$ cat src/rtl/ssd_scan_counter.sv
`timescale 1ns/1ps
// N-digit BCD up/down counter with a multiplexed, active-low seven-segment scan driver.
// Each digit slot opens with a short all-off interval so the previous digit does not ghost.
module ssd_scan_counter #(
  parameter int NUM_DIGITS   = 4,
  parameter int SCAN_DIV     = 200000,
  parameter int TICK_DIV     = 100000000,
  parameter int BLANK_CYCLES = 2000,
  parameter int LZB          = 1
) (
  input  logic                    clk,
  input  logic                    rst,
  input  logic                    en,
  input  logic                    dir,
  input  logic                    clr,
  input  logic                    load,
  input  logic [4*NUM_DIGITS-1:0] load_val,
  output logic [4*NUM_DIGITS-1:0] value,
  output logic                    wrap,
  output logic [NUM_DIGITS-1:0]   an,
  output logic [6:0]              c
);

  localparam int VW = 4 * NUM_DIGITS;
  localparam int SW = (SCAN_DIV > 1) ? $clog2(SCAN_DIV) : 1;
  localparam int TW = (TICK_DIV > 1) ? $clog2(TICK_DIV) : 1;
  localparam int IW = $clog2(NUM_DIGITS);

  logic [SW-1:0]         scan_cnt, scan_nxt;
  logic [TW-1:0]         tick_cnt, tick_nxt;
  logic [IW-1:0]         idx, idx_nxt;
  logic [VW-1:0]         value_nxt;
  logic [VW:0]           step_res;
  logic                  wrap_nxt, tick;
  logic [NUM_DIGITS-1:0] an_nxt;
  logic [6:0]            c_nxt;
  logic [3:0]            digit;
  logic                  lead_zero;

  function automatic logic [6:0] seg_decode(input logic [3:0] d);
    case (d)
      4'd0:    seg_decode = 7'b1000000;
      4'd1:    seg_decode = 7'b1111001;
      4'd2:    seg_decode = 7'b0100100;
      4'd3:    seg_decode = 7'b0110000;
      4'd4:    seg_decode = 7'b0011001;
      4'd5:    seg_decode = 7'b0010010;
      4'd6:    seg_decode = 7'b0000010;
      4'd7:    seg_decode = 7'b1111000;
      4'd8:    seg_decode = 7'b0000000;
      4'd9:    seg_decode = 7'b0010000;
      default: seg_decode = 7'h7F;
    endcase
  endfunction

  // Ripple increment/decrement; the MSB of the result is the carry/borrow out of the top digit.
  function automatic logic [VW:0] bcd_step(input logic [VW-1:0] v, input logic up);
    logic [VW-1:0] r;
    logic [3:0]    d;
    logic          cy;
    r  = v;
    cy = 1'b1;
    for (int k = 0; k < NUM_DIGITS; k++) begin
      d = r[4*k +: 4];
      if (cy) begin
        if (up) begin
          if (d == 4'd9) d = 4'd0;
          else begin d = d + 4'd1; cy = 1'b0; end
        end else begin
          if (d == 4'd0) d = 4'd9;
          else begin d = d - 4'd1; cy = 1'b0; end
        end
      end
      r[4*k +: 4] = d;
    end
    bcd_step = {cy, r};
  endfunction

  function automatic logic [VW-1:0] bcd_sat(input logic [VW-1:0] v);
    bcd_sat = v;
    for (int k = 0; k < NUM_DIGITS; k++)
      if (v[4*k +: 4] > 4'd9) bcd_sat[4*k +: 4] = 4'd9;
  endfunction

  // Scan timing runs free of the counter controls.
  always_comb begin
    scan_nxt = scan_cnt + SW'(1);
    idx_nxt  = idx;
    if (scan_cnt == SW'(SCAN_DIV - 1)) begin
      scan_nxt = '0;
      idx_nxt  = (idx == IW'(NUM_DIGITS - 1)) ? '0 : idx + IW'(1);
    end
  end

  // clr beats load beats tick; a tick that coincides with load is lost.
  always_comb begin
    tick      = en && (tick_cnt == TW'(TICK_DIV - 1));
    tick_nxt  = tick_cnt;
    value_nxt = value;
    wrap_nxt  = 1'b0;
    step_res  = bcd_step(value, dir);
    if (clr) begin
      tick_nxt  = '0;
      value_nxt = '0;
    end else begin
      if (en) tick_nxt = tick ? '0 : tick_cnt + TW'(1);
      if (load) value_nxt = bcd_sat(load_val);
      else if (tick) begin
        value_nxt = step_res[VW-1:0];
        wrap_nxt  = step_res[VW];
      end
    end
  end

  // Display is derived from next-state values so an/c line up with the registered scan position and count.
  always_comb begin
    digit     = value_nxt[{idx_nxt, 2'b00} +: 4];
    lead_zero = 1'b1;
    for (int k = 0; k < NUM_DIGITS; k++)
      if (k >= int'(idx_nxt) && value_nxt[4*k +: 4] != 4'd0) lead_zero = 1'b0;
    an_nxt = '1;
    c_nxt  = 7'h7F;
    if (scan_nxt >= SW'(BLANK_CYCLES)) begin
      an_nxt = ~(NUM_DIGITS'(1) << idx_nxt);
      c_nxt  = ((LZB != 0) && (idx_nxt != '0) && lead_zero) ? 7'h7F : seg_decode(digit);
    end
  end

  always_ff @(posedge clk or negedge rst) begin
    if (!rst) begin
      scan_cnt <= '0;
      tick_cnt <= '0;
      idx      <= '0;
      value    <= '0;
      wrap     <= 1'b0;
      an       <= '1;
      c        <= 7'h7F;
    end else begin
      scan_cnt <= scan_nxt;
      tick_cnt <= tick_nxt;
      idx      <= idx_nxt;
      value    <= value_nxt;
      wrap     <= wrap_nxt;
      an       <= an_nxt;
      c        <= c_nxt;
    end
  end

endmodule

$ cat config.mk
export PLATFORM = sky130hd
export DESIGN_NAME = ssd_scan_counter
export DESIGN_NICKNAME = d
export VERILOG_FILES = /design/src/rtl/ssd_scan_counter.sv
export SDC_FILE = /design/constraint.sdc
export NUM_CORES = 1
export LEC_CHECK = 0
export BUFFER_PORTS_ARGS = -buffer_cell sky130_fd_sc_hd__buf_2
export CORE_MARGIN = 1
export CORE_UTILIZATION = 46
export DETAILED_ROUTE_END_ITERATION = 7
export PLACE_DENSITY_LB_ADDON = 0.15
export SYNTH_ARGS = -nofsm -noshare
export SYNTH_HDL_FRONTEND = slang
export SYNTH_SLANG_ARGS = --single-unit
$ cat constraint.sdc
create_clock -name clk -period 5.5 [get_ports clk]
set_input_delay 0 -clock clk [delete_from_list [all_inputs] [get_ports clk]]
set_output_delay 0 -clock clk [all_outputs]
set_load 0.02 [all_outputs]
==> flow_summary.yaml <==
clocking:
  clkLatencyLatePin_ns: 0.37
  htree_levels: 3
  cts_made_buffers: 9
  clk_pin_slew_worst_paths_ns: 0.08
  clk_path_buf_depth: 2
  numClockSinks: 75
  post_cts_resized: 0
  clockRootBuffer: "clkbuf_8"
  cts_tree: "yes"
final_layout:
  layout.nets: 664
  layout_common_cells: "dfrtp_1 (64), nor2_1 (60), buf_2 (48)"
  area_growth_pct: 11.0
  drive_above_1_share: 0.159
  final_common_cell: "dfrtp_1"
  post-route-util: 0.535
  antennaDiodeCount: 0
floorplanning:
  ios: 50
  die-area_um2: 11400
  placementRows: 37
  chipHeight_um: 107
  start_util: 0.482
  core-area_um2: 10500
  die_x_um: 107
power_and_ir_drop:
  power_density_nw_per_um2: 208
  p_leak_nw: 2.48
  ir_drop_mv: 0.216
critical_path:
  cp_max_fo: 9
  critPathArrivalTime_ns: 4.39
  cp-start-kind: "register"
  r2r_end: "c[5]$_DFF_PN1_"
  rr_worst_depth: 13
  reg2reg_from: "value[0]$_DFF_PN0_"
  worstSetupEndpointType: "register"
  rrSetupSlack_ns: 1.41
  worstSetupPathType: "register to register"
  required_ns: 5.79
timing:
  worstMarginPinSlew_ns: 0.969
  hold_slack_ns: 0.0206
  hold_viol_final: 0
  rsz0062_at_grt: "no"
  slew_headroom: 0.354
  fmax_ghz: 0.244
  finalCritPeriodShare: 0.744
  fin_skew_ns: 0.0157
  setup_tns_ns: 0
  period_minus_slack_ns: 4.09
  slew_viol_final: 0
  finalSetupViolCount: 0
routing:
  drc: 0
  wire_per_inst_um: 15.8
  drt_iter0_drc: 207
  wirelength_mm: 12.1
  ant_nets: 0
  dr.pass1.iters: 4
  via_per_inst: 5.83
  dr_total_vias: 4451
synthesis:
  synth_top_family_by_area: "simple AND/OR/NAND/NOR gates"
  synth-compound-area-share: 0.176
  synth_mux_area_frac: 0.0318
  synth_xor_area_frac: 0.0553
  synth_nets: 625
  synthAdderAreaFrac: 0.0494
  synth_flop_cell: "dfrtp_1"
  avgSynthCellArea_um2: 8.70
  synth_edf_count: 0
  synthDistinctLibCells: 74
  ys_ff_latch: 75
  synth_simple_gate_area_frac: 0.265
  syn-instance-count: 583
  netlist_area_um2: 5070
  yosysSeqAreaShare: 0.373
  yosysWarnings: 0
  synth-async-reset-ratio: 1.00
global_route:
  grt_pass1_vias: 4282
  antenna_found_initial: 0
  track_usage: 0.229
  overflow: 0
  grt_pass1_wl_mm: 20.7
  grt_max_degree: 76
run:
  drv_cap: 0
worst_hold_path:
  hold_depth: 4
  min-delay-start: "load_val[7]"
  min_to: "value[5]$_DFF_PN0_"
  hold_class: "input port to register"
status:
  outcome: "finished, final reports clean"
placement:
  gp_congestion: 0.895
  hpwl_mm: 8.64
  portBuffers: 49
worst max path at each step:
stage | slack (ns) | to | startpoint
finish | 1.41 | c[5]$_DFF_PN1_ | value[0]$_DFF_PN0_
global route | 0.96 | c[5]$_DFF_PN1_ | scan_cnt[0]$_DFF_PN0_
CTS | 1.42 | c[5]$_DFF_PN1_ | scan_cnt[0]$_DFF_PN0_
detailed placement | 1.46 | c[5]$_DFF_PN1_ | value[0]$_DFF_PN0_
global placement | 1.60 | c[5]$_DFF_PN1_ | value[0]$_DFF_PN0_
floorplan | 1.78 | c[5]$_DFF_PN1_ | value[4]$_DFF_PN0_
stage by stage:
| step | cell area [um2] | worst slack [ns] | total power [W] | std cells |
|---|---|---|---|---|
| 2_1_floorplan | 5070 | 1.78 | 0.000690 | 583 |
| 3_3_place_gp | 5390 | 1.60 | 0.000739 | 743 |
| 3_5_place_dp | 5390 | 1.46 | 0.000741 | 743 |
| 4_1_cts | 5630 | 1.42 | 0.00118 | 763 |
| 5_1_grt | 5630 | 0.961 | 0.00122 | 763 |
| 6_report | 5630 | 1.41 | 0.00117 | 763 |
critical path: stages, from the launching register on:
cell      delay [ns]
dfrtp_1         0.47
inv_1           0.10
ha_1            0.24
or4b_1          0.53
a22oi_2         0.33
and3_1          0.33
mux2_2          0.38
o211a_1         0.20
o32ai_1         0.61
inv_1           0.16
ha_1            0.21
or2_0           0.23
a21oi_1         0.15
o21bai_1        0.08
per-layer routing:
| metal | up-vias | track usage | wire length [um] |
|---|---|---|---|
| li1 | 2174 | - | - |
| met1 | 2162 | 0.316 | 5740 |
| met2 | 99 | 0.366 | 5580 |
| met3 | 16 | 0.0468 | 567 |
| met4 | 0 | 0.0656 | 177 |
| met5 | - | 0 | 0 |
cells by family after synthesis:
group	Yosys count
and+or+nand+nor	245
muxes	14
xor gates and xnor gates	32
adders and majority gates	20
DFF	75
AOI/OAI and AO/OA	133
buffers and inverters	64
timing repair:
action / 4_1_cts / 5_1_grt
hold endpoints to repair: 69 / 0
buffers inserted: 0 / 0
hold buffers: 4 / 0
sequential cells by signal (all words and copies together) (netlist names):
name	flops
tick_cnt	27
an	4
idx	2
c	7
wrap	1
scan_cnt	18
value	16
cell usage after synthesis, types with 6 or more instances:
| master | count | area (um2) |
|---|---|---|
| nand4_1 | 17 | 106 |
| nand4b_1 | 7 | 61.3 |
| dfrtp_1 | 64 | 1600 |
| nor3_1 | 15 | 75.1 |
| a211oi_1 | 6 | 45.0 |
| mux2i_1 | 9 | 90.1 |
| nand3_1 | 21 | 105 |
| clkbuf_1 | 23 | 86.3 |
| nor2b_1 | 8 | 50.1 |
| xor2_1 | 20 | 175 |
| o21bai_1 | 7 | 52.6 |
| dfstp_2 | 11 | 289 |
| o21ai_0 | 23 | 115 |
| and2_1 | 6 | 37.5 |
| nor4_1 | 6 | 37.5 |
| and3_1 | 7 | 43.8 |
| nand2b_1 | 11 | 68.8 |
| a21oi_1 | 36 | 180 |
| or3_1 | 11 | 68.8 |
| nand2_1 | 44 | 165 |
| ha_1 | 20 | 250 |
| xnor2_1 | 12 | 105 |
| inv_1 | 35 | 131 |
| a31oi_1 | 13 | 81.3 |
| a21o_1 | 6 | 45.0 |
| nor2_1 | 60 | 225 |
final cells by class:
type                       instances  area, um2
inverter                          36        135
fill                             988       4880
clock buffer                      11        141
tap                              136        170
multi-input combinational        444       2920
sequential                        75       1890
timing repair buffer              56        310
clock inverter                     5       53.8
report_power, final:
group	internal [W]	switching, W	total [W]
sequential	0.000559	0.0000167	0.000576
clock	0.000221	0.000214	0.000435
combinational	0.0000600	0.0000982	0.000158
total	0.000840	0.000329	0.00117
Note: power is estimated with default switching activity, not from simulation.
